--- config.mk ---
export PLATFORM = sky130hd
export DESIGN_NAME = dvi_timing_sequencer
export DESIGN_NICKNAME = d
export VERILOG_FILES = /design/src/rtl/dvi_timing_sequencer.sv
export SDC_FILE = /design/constraint.sdc
export NUM_CORES = 1
export LEC_CHECK = 0
export BUFFER_PORTS_ARGS = -buffer_cell sky130_fd_sc_hd__buf_2
export CELL_PAD_IN_SITES_DETAIL_PLACEMENT = 1
export CELL_PAD_IN_SITES_GLOBAL_PLACEMENT = 2
export CORE_ASPECT_RATIO = 0.6
export CORE_MARGIN = 5
export CORE_UTILIZATION = 30
export DETAILED_ROUTE_END_ITERATION = 7
export GPL_TIMING_DRIVEN = 0
export PLACE_DENSITY = 0.7
export SKIP_CTS_REPAIR_TIMING = 1
export SYNTH_ARGS = -nofsm -noshare
export SYNTH_HDL_FRONTEND = slang
export SYNTH_SLANG_ARGS = --single-unit
--- constraint.sdc ---
create_clock -name clk -period 2.53 [get_ports clk]
set_clock_uncertainty 0.1 [all_clocks]
set_input_delay 0.1265 -clock clk [delete_from_list [all_inputs] [get_ports clk]]
set_output_delay 0.1265 -clock clk [all_outputs]
set_load 0.02 [all_outputs]
--- src/rtl/dvi_timing_sequencer.sv ---
// dvi_timing_sequencer
// Video timing generator and frame sequencer for the DVI output path.
// Generates hsync/vsync/den in the pixel clock domain and consumes pixels
// from the upstream pixel source. Frames start and stop only on frame
// boundaries. A missing pixel during active video sets a sticky underflow flag.
//
// Ports:
//   clk            in   pixel clock
//   rst_n          in   asynchronous active-low reset
//   en             in   run request, sampled every cycle
//   rgb_vld        in   upstream has a pixel available
//   underflow_clr  in   one-cycle pulse, clears underflow
//   rgb_rdy        out  pixel consumed this cycle (copy of den)
//   den            out  active video
//   hsync          out  horizontal sync, polarity set by H_SYNC_POLARITY
//   vsync          out  vertical sync, polarity set by V_SYNC_POLARITY
//   frame_start    out  one-cycle pulse on the first cycle of each frame
//   busy           out  a frame is in progress
//   underflow      out  sticky: den was high while rgb_vld was low
module dvi_timing_sequencer #(
   parameter bit          H_SYNC_POLARITY = 1'b0,
   parameter int unsigned H_FRONT_PORCH   = 16,
   parameter int unsigned H_SYNC_WIDTH    = 96,
   parameter int unsigned H_BACK_PORCH    = 48,
   parameter int unsigned H_ACTIVE_PIXELS = 640,
   parameter bit          V_SYNC_POLARITY = 1'b0,
   parameter int unsigned V_FRONT_PORCH   = 10,
   parameter int unsigned V_SYNC_WIDTH    = 2,
   parameter int unsigned V_BACK_PORCH    = 33,
   parameter int unsigned V_ACTIVE_LINES  = 480
) (
   input  logic clk,
   input  logic rst_n,
   input  logic en,
   input  logic rgb_vld,
   input  logic underflow_clr,
   output logic rgb_rdy,
   output logic den,
   output logic hsync,
   output logic vsync,
   output logic frame_start,
   output logic busy,
   output logic underflow
);

   // Counter widths come from the longest phase in each direction.
   localparam int unsigned H_MAX_A = (H_FRONT_PORCH > H_SYNC_WIDTH) ? H_FRONT_PORCH : H_SYNC_WIDTH;
   localparam int unsigned H_MAX_B = (H_BACK_PORCH > H_ACTIVE_PIXELS) ? H_BACK_PORCH
                                                                      : H_ACTIVE_PIXELS;
   localparam int unsigned H_MAX   = (H_MAX_A > H_MAX_B) ? H_MAX_A : H_MAX_B;
   localparam int unsigned V_MAX_A = (V_FRONT_PORCH > V_SYNC_WIDTH) ? V_FRONT_PORCH : V_SYNC_WIDTH;
   localparam int unsigned V_MAX_B = (V_BACK_PORCH > V_ACTIVE_LINES) ? V_BACK_PORCH
                                                                     : V_ACTIVE_LINES;
   localparam int unsigned V_MAX   = (V_MAX_A > V_MAX_B) ? V_MAX_A : V_MAX_B;
   localparam int unsigned HW      = (H_MAX > 1) ? $clog2(H_MAX) : 1;
   localparam int unsigned VW      = (V_MAX > 1) ? $clog2(V_MAX) : 1;

   if (H_FRONT_PORCH == 0 || H_SYNC_WIDTH == 0 || H_BACK_PORCH == 0 || H_ACTIVE_PIXELS == 0 ||
       V_FRONT_PORCH == 0 || V_SYNC_WIDTH == 0 || V_BACK_PORCH == 0 || V_ACTIVE_LINES == 0)
   begin : g_bad_length
      $error("dvi_timing_sequencer: every timing length must be >= 1");
   end

   typedef enum logic [2:0] {StIdle, StSync, StBack, StActive, StFront} state_e;

   state_e          h_state_q, h_state_d;
   state_e          v_state_q, v_state_d;
   logic [HW-1:0]   h_cnt_q, h_cnt_d;
   logic [VW-1:0]   v_cnt_q, v_cnt_d;
   logic            start;
   logic            h_last;
   logic            frame_end;

   logic den_q, hsync_q, vsync_q, frame_start_q, busy_q, underflow_q;

   // Running phases only; IDLE is left through the start path, never through here.
   function automatic state_e next_phase(input state_e s);
      unique case (s)
         StSync:   return StBack;
         StBack:   return StActive;
         StActive: return StFront;
         default:  return StSync;
      endcase
   endfunction

   function automatic logic [HW-1:0] h_load(input state_e s);
      unique case (s)
         StSync:   return HW'(H_SYNC_WIDTH - 1);
         StBack:   return HW'(H_BACK_PORCH - 1);
         StActive: return HW'(H_ACTIVE_PIXELS - 1);
         StFront:  return HW'(H_FRONT_PORCH - 1);
         default:  return '0;
      endcase
   endfunction

   function automatic logic [VW-1:0] v_load(input state_e s);
      unique case (s)
         StSync:   return VW'(V_SYNC_WIDTH - 1);
         StBack:   return VW'(V_BACK_PORCH - 1);
         StActive: return VW'(V_ACTIVE_LINES - 1);
         StFront:  return VW'(V_FRONT_PORCH - 1);
         default:  return '0;
      endcase
   endfunction

   always_comb begin
      h_state_d = h_state_q;
      h_cnt_d   = h_cnt_q;
      v_state_d = v_state_q;
      v_cnt_d   = v_cnt_q;
      start     = 1'b0;
      h_last    = (h_state_q == StFront) && (h_cnt_q == '0);
      frame_end = h_last && (v_state_q == StFront) && (v_cnt_q == '0);

      if (h_state_q == StIdle || frame_end) begin
         // Frame boundary: either launch a new frame or park in IDLE.
         if (en) begin
            start     = 1'b1;
            h_state_d = StSync;
            h_cnt_d   = h_load(StSync);
            v_state_d = StSync;
            v_cnt_d   = v_load(StSync);
         end else begin
            h_state_d = StIdle;
            h_cnt_d   = '0;
            v_state_d = StIdle;
            v_cnt_d   = '0;
         end
      end else begin
         if (h_cnt_q == '0) begin
            h_state_d = next_phase(h_state_q);
            h_cnt_d   = h_load(h_state_d);
         end else begin
            h_cnt_d = h_cnt_q - 1'b1;
         end
         // Vertical timing advances once per line, on its final cycle.
         if (h_last) begin
            if (v_cnt_q == '0) begin
               v_state_d = next_phase(v_state_q);
               v_cnt_d   = v_load(v_state_d);
            end else begin
               v_cnt_d = v_cnt_q - 1'b1;
            end
         end
      end
   end

   // Outputs are registered from the next state so they line up with the FSM state.
   always_ff @(posedge clk or negedge rst_n) begin
      if (!rst_n) begin
         h_state_q     <= StIdle;
         v_state_q     <= StIdle;
         h_cnt_q       <= '0;
         v_cnt_q       <= '0;
         den_q         <= 1'b0;
         hsync_q       <= ~H_SYNC_POLARITY;
         vsync_q       <= ~V_SYNC_POLARITY;
         frame_start_q <= 1'b0;
         busy_q        <= 1'b0;
         underflow_q   <= 1'b0;
      end else begin
         h_state_q     <= h_state_d;
         v_state_q     <= v_state_d;
         h_cnt_q       <= h_cnt_d;
         v_cnt_q       <= v_cnt_d;
         den_q         <= (h_state_d == StActive) && (v_state_d == StActive);
         hsync_q       <= (h_state_d == StSync) ? H_SYNC_POLARITY : ~H_SYNC_POLARITY;
         vsync_q       <= (v_state_d == StSync) ? V_SYNC_POLARITY : ~V_SYNC_POLARITY;
         frame_start_q <= start;
         busy_q        <= (h_state_d != StIdle);
         // A new underflow takes priority over a clear in the same cycle.
         if (den_q && !rgb_vld) begin
            underflow_q <= 1'b1;
         end else if (underflow_clr) begin
            underflow_q <= 1'b0;
         end
      end
   end

   assign den         = den_q;
   assign rgb_rdy     = den_q;
   assign hsync       = hsync_q;
   assign vsync       = vsync_q;
   assign frame_start = frame_start_q;
   assign busy        = busy_q;
   assign underflow   = underflow_q;

endmodule

== Yosys cells after proc, flatten, opt, wreduce, memory -nomap -nowiden ==
Index checks and enable logic that the tools add are counted.
Storage, ports and cells
  RAM bits: 0
  flip-flop bits (word level): 31
  latch bits: 0
  input port bits: 5
  output and inout port bits: 7
  memories kept: 0
  ROM bits: 0
  logic and storage cells: 73
Cells by class
  muxes and demuxes: 28
  equal/unequal tests: 20
  shifts and indexed selects: 0
  multiply operators: 0
  order comparisons: 0
  $add $sub $neg: 2
  bitwise gates (word level): 0
  reductions and logical operators: 13
  div/mod/pow operators: 0
Operators with widths (number)
  $pmux W10 S4: 1
  $pmux W9 S4: 1
  $eq A3 B2 Y1 const B: 10
  $mux W3: 10
  $mux W9: 3
  $mux W10: 2
  $eq A3 B1 Y1 const B: 6
  $pmux W3 S3: 2
  $eq A3 B3 Y1 const B: 4
  $logic_not A10 Y1: 1
  $sub A10 B1 Y10 const B: 1
  $logic_not A9 Y1: 1
  $sub A9 B1 Y9 const B: 1
  $mux W1: 8
  $mux W7: 1
  $logic_and A1 B1 Y1: 5
  $reduce_bool A2 Y1: 2
  $logic_not A3 Y1: 1
  $reduce_bool A3 Y1: 1
  $logic_not A1 Y1: 1
  $logic_or A1 B1 Y1: 1

== Logic depth before layout (Yosys ltp) ==
Gate-level depths: netlist of run 1.
  word-level depth: 11
  depth in mapped cells: 8
  gate-level depth less buffers: 7

== Worst setup path after synthesis of run 1 ==
Ideal clock, no wire load.
  path type: register to register
  start point: register v_cnt_q[0]
  end point: register den_q, in the netlist den
  path buffers: 0
  arrival: 2.044 ns
  clock period less this slack: 2.238 ns
  setup slack: 0.292 ns
  library setup time: 0.094 ns
  stages on the path, launching flop included: 8
  data required time: 2.336 ns
  path through: dfrtp_1 inv_1 ha_1 or4b_4 or4_4 o21ai_2 a21oi_2 nor4b_4
Between the ends
  cells in the longest elaborated chain, start to end: 6
  elaborated cells on any way between the ends: 10
  classes of those cells: 2 x eq/ne; 4 x mux; 4 x reduce/logical
RTL lines
  from (decl): RTL line 69  | logic [VW-1:0] v_cnt_q, v_cnt_d;
  from (signal assigned): RTL line 165  | v_cnt_q <= v_cnt_d;
  $logic_not A9 Y1 (*): RTL line 113, 138
  $mux W3 or $logic_and A1 B1 Y1 (tied branches): RTL line 138, 113
  $mux W3 or $logic_or A1 B1 Y1 (tied branches): RTL line 137, 115
  $mux W3: RTL line 115  | if (h_state_q == StIdle || frame_end) begin
  $eq A3 B2 Y1: RTL line 166  | den_q <= (h_state_d == StActive) && (v_state_d == StActive);
  $logic_and A1 B1 Y1 (*): RTL line 166
  to (signal assigned): RTL line 166
  to (decl): RTL line 74  | logic den_q, hsync_q, vsync_q, frame_start_q, busy_q, underflow_q;
Mark *: on every way between the ends. The rest lies on a longest branch, timed or not.
A chain may end at the register's enable or synchronous reset.

== Final worst setup path of run 1 ==
  start point: register v_cnt_q[1]
  end point: register hsync_q, in the netlist hsync
Between the ends
  cells in the longest elaborated chain, start to end: 6
RTL lines
  $logic_not A9 Y1: RTL line 113  | frame_end = h_last && (v_state_q == StFront) && (v_cnt_q == '0);
  $logic_and A1 B1 Y1: RTL line 113
  $logic_or A1 B1 Y1: RTL line 115
  $mux W3: RTL line 115
  net h_state_d[0]: RTL line 66  | state_e h_state_q, h_state_d;
  $eq A3 B1 Y1: RTL line 167  | hsync_q <= (h_state_d == StSync) ? H_SYNC_POLARITY : ~H_SYNC_POLARITY;
  $mux W1: RTL line 167
  to (signal assigned): RTL line 156  | hsync_q <= ~H_SYNC_POLARITY;
  to (signal assigned): RTL line 167
  to (decl): RTL line 74
The timed path passes the listed nets, and every way through them passes these cells.

==> results of run 1 <==
power groups by stage:
stage | clock network [mW] | logic (mW) | registers (mW)
after floorplan | 0 | 0.664 | 0.782
after global placement | 0 | 0.905 | 0.764
after detailed placement | 0 | 0.933 | 0.779
after CTS | 0.390 | 0.938 | 0.772
after global routing | 0.419 | 1.12 | 0.791
final | 0.375 | 1.00 | 0.767
kinds of logic (layout without fill, tap and decap cells):
family                     count (synthesis)  after routing  synth area share
AOI/OAI and AO/OA                         43             43             0.160
DFF                                       31             31             0.446
xor gates and xnor gates                   5              5            0.0251
and+or+nand+nor                           76             76             0.265
buffers and inverters                     14             42            0.0366
muxes                                      9              9            0.0530
adders and majority gates                  2              2            0.0143
through the flow:
| stage | util | std cells |
|---|---|---|
| global placement | 0.340 | 271 |
| global route | 0.373 | 288 |
| floorplan | - | 180 |
| finish | 0.373 | 288 |
| CTS | 0.354 | 279 |
| detailed placement | 0.340 | 271 |
worst max-delay path, stage by stage (launching register included):
cell	delay, ns
dfrtp_1	0.37
inv_1	0.08
ha_2	0.20
or4b_4	0.50
nor3_2	0.26
a21o_2	0.25
a221o_1	0.23
or3b_1	0.36
registers in the layout (all words and copies together), names as in the netlist:
signal	cells
busy	1
den	1
frame_start	1
h_cnt_q	10
h_state_q	3
hsync	1
underflow	1
v_cnt_q	9
v_state_q	3
vsync	1
cell usage in the layout, fill, tap and decap left out, types with 7 or more instances in the layout:
cell	instances
a21oi_1	14
buf_2	11
buf_4	7
dfrtp_1	29
inv_1	8
mux2i_1	7
nand2_1	9
nor2_1	21
nor3_1	8
o21ai_0	7
layout make-up:
class / count / share of cell area
inverters: 8 / 0.0144
repair buffers: 20 / 0.0624
clock inverters: 1 / 0.00240
well taps: 80 / 0.0480
flip-flops and latches: 31 / 0.373
plain buffers: 6 / 0.0174
multi-input cells: 135 / 0.446
clock buffers: 7 / 0.0366
routing by layer:
metal  GRT usage  vias to the layer above  wire [um]
met3      0.0336                        5        197
li1            -                      709          -
met4      0.0448                        0         51
met1       0.197                      715       2450
met5           0                        -          0
met2       0.185                       31       1940
path summary, 6_finish.rpt:
path	startpoint	end	slack, ns	cells after the start
max reg2reg	v_cnt_q[1]	hsync	0.09	7
min reg2reg	h_cnt_q[0]	h_cnt_q[0]	0.38	1
max	v_cnt_q[1]	hsync	0.09	7
max in group asynchronous	rst_n	v_state_q[1]	1.51	2
min	en	busy	0.06	3
min in group asynchronous	rst_n	v_state_q[0]	0.34	2
==> results_dict.tcl, run 1 <==
set metrics [dict create \
    status "complete, no violations" \
    end_kind "flip-flop" \
    ff_latch_area_sq_um 778 \
    p_per_area_nw_per_um2 1030 \
    p_leak_nw 0.916 \
    drc 0 \
    synth-seq-cells 31 \
    grt_usage 0.133 \
    wl_per_cell_um 16.1 \
    numCtsBuffers 5 \
    peakVddDrop_mv 0.439 \
    fillers 644 \
    worst_pin_slew_ns 0.752 \
    die_w_um 108 \
    p_sw_frac 0.416 \
    start_kind "flip-flop" \
    hold_path_class "in -> reg" \
    syn-mean-instance-area_sq_um 9.70 \
    rows 21 \
    die_y_um 69.1 \
    start_util 0.312 \
    syn_area_sq_um 1750 \
    viasPerCell 5.07 \
    finalSetupViolCount 0 \
    pre_cts_ws_ns -0.0403 \
    fmax_mhz 410 \
    p_clk_frac 0.175 \
    port_buffers 11 \
    crit_fanout 7 \
    power_mw 2.15 \
    design_area_sq_um 2090 \
    vias 1460 \
    core_area_sq_um 5600 \
    initialDrtViolationCount 47 \
    maxCapViolCount 0 \
    internal_power_mw 1.25 \
    antenna-diode-count 0 \
    fin_crit_sh 0.964 \
    clock_sinks 31 \
    placed_area_sq_um 1900 \
    min_period_ns 2.44 \
    synth_cell_types 49 \
    io_pins 12 \
    cts_buffer_depth 2 \
    clk_pin_slew_ns 0.07 \
    seqPwrFrac 0.357 \
    h-tree-depth 2 \
    synthCells 180 \
    setup_tns_ns 0 \
    crit_arrival_ns 2.54 \
    worstSetupPathType "reg -> reg" \
    switching_power_mw 0.893 \
    gp_congestion 0.788 \
    ys_top_cells_by_area "dfrtp_1 42%, nor2_1 4.5%, a21oi_1 4.0%, mux2i_1 4.0%, dfstp_2 3.0%" \
    rsz0062_at_grt "no" \
    multi_input_area_sq_um 931 \
    postSynth.asyncResetShare 1.00 \
    cts-root-buf "clkbuf_8" \
    max_slew_margin 0.495 \
    seq_area_frac_synth 0.446 \
    synth_top_area_cell "dfrtp_1" \
    synth_ff_type "dfrtp_1" \
    yosysMostFrequentCell "dfrtp_1" \
    grt_pass1_vias 1515 \
    holdWs_ns 0.0585 \
    dr.pass1.iters 4 \
    dpl.hpwl_um 3410 \
    postRouteWirelength_um 4630 \
    insertion_delay_ns 0.28 \
    fin_nets 214 \
    tritoncts "yes" \
    fin_ws_ns 0.0918 \
    report.final.hold_viol_count 0 \
    ys_warn_count 0 \
    yosysTopAreaCellShare 0.416 \
    dieArea_sq_um 7490 \
    syn_to_final_growth_pct 19.6 \
    grt_first_pass_wirelength_um 7810 \
    netlist_top_cells_count "29 x dfrtp_1, 21 x nor2_1, 14 x a21oi_1, 9 x nand2_1" \
    synth_edf_count 0 \
    syn_nets 187 \
    antenna_found_initial 0 \
    slew_viol_final 0 \
    p_comb_frac 0.468 \
    drive_above_1_share 0.231 \
    overflow 0 \
    grt_max_degree 32 \
    ant_nets 0 \
    worst_ep_required_time_ns 2.63 \
]
(Power assumes the default switching activity.)
==> inputs of run 2 (changes only) <==
GPL_TIMING_DRIVEN = 1   (was 0)
clock period = 3.05 ns   (was 2.53 ns; I/O delays follow)
==> run 2 against run 1 <==
  * Clock power is 14% higher
  * Register-to-register slack better by 0.34 ns
  * Fmax is 7.0% lower
  * Final area fell by 2.4%
  * Wire length rose by 3.2%
  * Worst hold slack better by 0.045 ns
  * Sequential share of layout area is 0.92 points higher
  * Global-route usage rose by 0.54 points
  * Worst setup slack improved by 0.34 ns
  * Cell count down 3.1%
  * Via count shrank 0.68%
  * Core utilization shrank 0.89 points
==> results_dict.tcl, run 2 (synthesis results as in run 1) <==
set metrics [dict create \
    switching_power_mw 0.746 \
    cts_buffer_depth 2 \
    grt_first_pass_wirelength_um 8110 \
    status "complete, no violations" \
    hold_path_class "in -> reg" \
    wl_met1_um 2690 \
    insertion_delay_ns 0.29 \
    postRouteWirelength_um 4780 \
    internal_power_mw 1.11 \
    crit_fanout 7 \
    end_kind "flip-flop" \
    die_y_um 69.1 \
    top_regs "h_cnt_q x10, v_cnt_q x9" \
    start_kind "flip-flop" \
    setup_tns_ns 0 \
    finalSetupViolCount 0 \
    io_pins 12 \
    dieArea_sq_um 7490 \
    initialDrtViolationCount 75 \
    crit_arrival_ns 2.72 \
    fillers 644 \
    numCtsBuffers 5 \
    syn_to_final_growth_pct 16.7 \
    fin_ws_ns 0.428 \
    rows 21 \
    fin_crit_sh 0.860 \
    p_clk_frac 0.231 \
    worstSetupPathType "reg -> reg" \
    fmax_mhz 381 \
    core_area_sq_um 5600 \
    slew_viol_final 0 \
    drive_above_1_share 0.196 \
    largest_reg_flops 10 \
    r2r_start "h_cnt_q[0]" \
    peakVddDrop_mv 0.311 \
    timing.hold.worst.start "en" \
    grt_max_degree 32 \
    port_buffers 11 \
    start_util 0.312 \
    antenna-diode-count 0 \
    routed.top_layer "met4" \
    largest_register "h_cnt_q" \
    worst_pin_slew_ns 0.756 \
    ant_nets 0 \
    p_per_area_nw_per_um2 912 \
    met3WireLength_um 116 \
    fin_nets 205 \
    overflow 0 \
    dr.pass1.iters 4 \
    clk_pin_slew_ns 0.07 \
    holdWs_ns 0.104 \
    min_period_ns 2.62 \
    p_comb_frac 0.411 \
    clock_sinks 31 \
    vias 1450 \
    cts-root-buf "clkbuf_8" \
    max_slew_margin 0.492 \
    viasPerCell 5.20 \
    maxCapViolCount 0 \
    pre_cts_ws_ns 0.576 \
    dpl.hpwl_um 3430 \
    report.final.hold_viol_count 0 \
    wl_per_cell_um 17.1 \
    tritoncts "yes" \
    gp_congestion 0.817 \
    drc 0 \
    grt_usage 0.138 \
    rsz0062_at_grt "no" \
    antenna_found_initial 0 \
    worst_ep_required_time_ns 3.15 \
    final_common_cell "dfrtp_1" \
    crit_start "h_cnt_q[0]" \
    die_w_um 108 \
    h-tree-depth 2 \
    utilization 0.364 \
    p_sw_frac 0.401 \
    grt_pass1_vias 1513 \
    wl_met2_um 1920 \
    seqPwrFrac 0.359 \
    p_leak_nw 0.894 \
    mostFrequentLayoutCells "29 x dfrtp_1, 21 x nor2_1, 14 x a21oi_1" \
]
==> run 2: layer usage <==
layer,vias to the layer above,track usage
li1,693,-
met1,733,0.212
met2,18,0.188
met3,6,0.0336
met4,0,0.0420
met5,-,0
==> run 2: area by class of cell <==
class                           instances  area (sq um)  share of cell area
Tap cell                               80           100              0.0491
Clock inverter                          2          35.0              0.0172
Clock buffer                            6          82.6              0.0405
Multi-Input combinational cell        135           903               0.443
Timing Repair Buffer                   17           108              0.0528
Sequential cell                        31           778               0.382
Inverter                                8          30.0              0.0147
==> run 2: worst paths after layout <==
path                            cells past startpoint  slack [ns]          to
max in group asynchronous                           2        2.01  h_cnt_q[3]
worst min register to register                      1        0.38  h_cnt_q[0]
min in group asynchronous                           2        0.37  v_cnt_q[7]
worst max-delay path                                7        0.43         den
worst max register to register                      7        0.43         den
worst min-delay path                                3        0.10        busy
==> run 2: power groups by stage <==
stage          Combinational (mW)  Clock, mW  Sequential, mW
6_report                    0.763      0.428           0.666
5_1_grt                     0.853      0.462           0.687
3_3_place_gp                0.741          0           0.665
4_1_cts                     0.761      0.442           0.662
3_5_place_dp                0.749          0           0.668
2_1_floorplan               0.551          0           0.648
==> run 2: worst max-delay path, cell delays in order (launching register included) <==
cell	delay, ns
dfrtp_1	0.39
inv_1	0.06
ha_1	0.23
nor4b_4	0.38
nand4_1	0.30
a311oi_1	0.60
nand3_1	0.22
nor4b_4	0.24
==> run 2: per-stage QoR <==
stage	power (mW)	std cells	instance area, sq um
after detailed placement	1.42	268	1890
after floorplan	1.20	180	1750
after CTS	1.86	276	2010
after global routing	2.00	279	2040
after global placement	1.41	268	1890
final	1.86	279	2040
==> inputs of run 3 (changes only) <==
CORE_UTILIZATION = 41   (was 30)
PLACE_DENSITY = 0.89   (was 0.7)
==> run 3 against run 2 <==
  * Cell count fell by 7.5%
  * Die area fell by 24%
  * Critical endpoint is now hsync
  * Combinational power fell by 2.6%
  * Sequential cell count did not move
  * Clock-buffer cell count rose by 1
  * Global-route usage rose by 3.2 points
  * Clock power fell by 18%
==> results_dict.tcl, run 3 (synthesis results as in run 1) <==
set metrics [dict create \
    port_buffers 11 \
    crit_family "simple AND/OR/NAND/NOR gates" \
    start_util 0.426 \
    die_w_um 94.2 \
    numCtsBuffers 5 \
    viasPerCell 5.64 \
    ant_nets 0 \
    start_kind "flip-flop" \
    largest_reg_flops 10 \
    peakVddDrop_mv 0.367 \
    gp_congestion 0.830 \
    syn_to_final_growth_pct 13.3 \
    report.final.hold_viol_count 0 \
    tritoncts "yes" \
    hold_path_class "in -> reg" \
    p_leak_nw 0.877 \
    clock_sinks 31 \
    utilization 0.483 \
    finalSetupViolCount 0 \
    dpl.hpwl_um 3090 \
    status "complete, no violations" \
    use_met1 0.254 \
    wl_per_cell_um 16.6 \
    cts_buffer_depth 2 \
    rsz0062_at_grt "no" \
    antenna-diode-count 0 \
    min_period_ns 2.59 \
    fmax_mhz 386 \
    crit_arrival_ns 2.70 \
    finalNonFillerCells 258 \
    dp_cells 247 \
    mostFrequentLayoutCells "29 x dfrtp_1, 21 x nor2_1, 14 x a21oi_1" \
    grt_pass1_vias 1446 \
    use_met3 0.0421 \
    dieArea_sq_um 5700 \
    grt_max_degree 32 \
    slew_viol_final 0 \
    die_y_um 60.5 \
    core_area_sq_um 4100 \
    grt_usage 0.170 \
    antenna_found_initial 0 \
    drive_above_1_share 0.187 \
    vias 1454 \
    drc 0 \
    postRouteWirelength_um 4290 \
    crit_fanout 16 \
    cpPeakStageDelay_ns 0.52 \
    worstSetupPathType "reg -> reg" \
    fin_nets 204 \
    clk_pin_slew_ns 0.07 \
    insertion_delay_ns 0.30 \
    end_kind "flip-flop" \
    timing.critical_path.cells "inv_1 -> ha_1 -> or4b_4 -> nor3_2 -> a21o_2 -> a221o_1 -> or3b_1" \
    cp_num_buf_inv 1 \
    p_per_area_nw_per_um2 887 \
    final_common_cell "dfrtp_1" \
    cpMaxStageDelayCell "or4b_4" \
    worst_ep_required_time_ns 3.16 \
    fin_crit_sh 0.850 \
    h-tree-depth 2 \
    cts-root-buf "clkbuf_8" \
    initialDrtViolationCount 55 \
    overflow 0 \
    max_slew_margin 0.531 \
    grt_first_pass_wirelength_um 7310 \
    rows 18 \
    maxCapViolCount 0 \
    grt_busiest_layer "met1" \
    worst_pin_slew_ns 0.703 \
    setup_tns_ns 0 \
    use_met2 0.239 \
    top_regs "h_cnt_q x10, v_cnt_q x9" \
    dr.pass1.iters 4 \
    io_pins 12 \
    largest_register "h_cnt_q" \
]
==> run 3: changes by cell type in the layout (fill, tap and decap cells not counted) <==
cell,change
buf_4,-1
bufinv_16,-1
clkbuf_1,+1
==> run 3: final timing paths <==
path                             from          to  slack, ns  cells after the start
max                        v_cnt_q[0]       hsync       0.46                      7
min                                en        busy        0.1                      3
max reg2reg                v_cnt_q[0]       hsync       0.46                      7
min reg2reg                h_cnt_q[0]  h_cnt_q[0]       0.40                      1
max in group asynchronous       rst_n         den       2.06                      2
min in group asynchronous       rst_n  v_cnt_q[7]       0.34                      2
==> run 3: cell type report <==
class | instances | area (sq um)
sequential | 31 | 778
tap | 60 | 75.1
clock inverter | 1 | 5.00
timing repair buffer | 16 | 100
clock buffer | 7 | 86.3
inverter | 8 | 30.0
multi-input combinational | 135 | 903
fill | 477 | 2120
==> run 3: report_power, final <==
group / total [mW] / leakage [nW] / switching (mW) / internal, mW
clock network: 0.350 / 0.0482 / 0.168 / 0.182
logic: 0.743 / 0.437 / 0.432 / 0.311
registers: 0.662 / 0.391 / 0.131 / 0.531
total: 1.75 / 0.877 / 0.731 / 1.02
==> run 3: per-layer routing <==
metal,share of wire,vias up
met5,0,-
met4,0.0082,0
met3,0.061,5
met2,0.40,36
met1,0.53,724
li1,-,689
==> run 3: worst register-to-register path: cells and delay by family, from the launching register on <==
kind / cells / cell delay [ns]
simple gates: 3 / 1.11
flops: 1 / 0.40
fa+ha+maj: 1 / 0.20
buf+inv: 1 / 0.07
compound gates: 2 / 0.63
==> run 3: metrics by stage <==
stage / total power [mW] / cell area [sq um] / hold slack (ns) / worst slack, ns
2_1_floorplan: 1.20 / 1750 / -0.243 / 0.812
3_3_place_gp: 1.36 / 1860 / 0.129 / 0.560
3_5_place_dp: 1.40 / 1860 / 0.146 / 0.469
4_1_cts: 1.75 / 1950 / -0.166 / 0.452
5_1_grt: 1.89 / 1980 / 0.140 / 0.314
6_report: 1.75 / 1980 / 0.0969 / 0.458
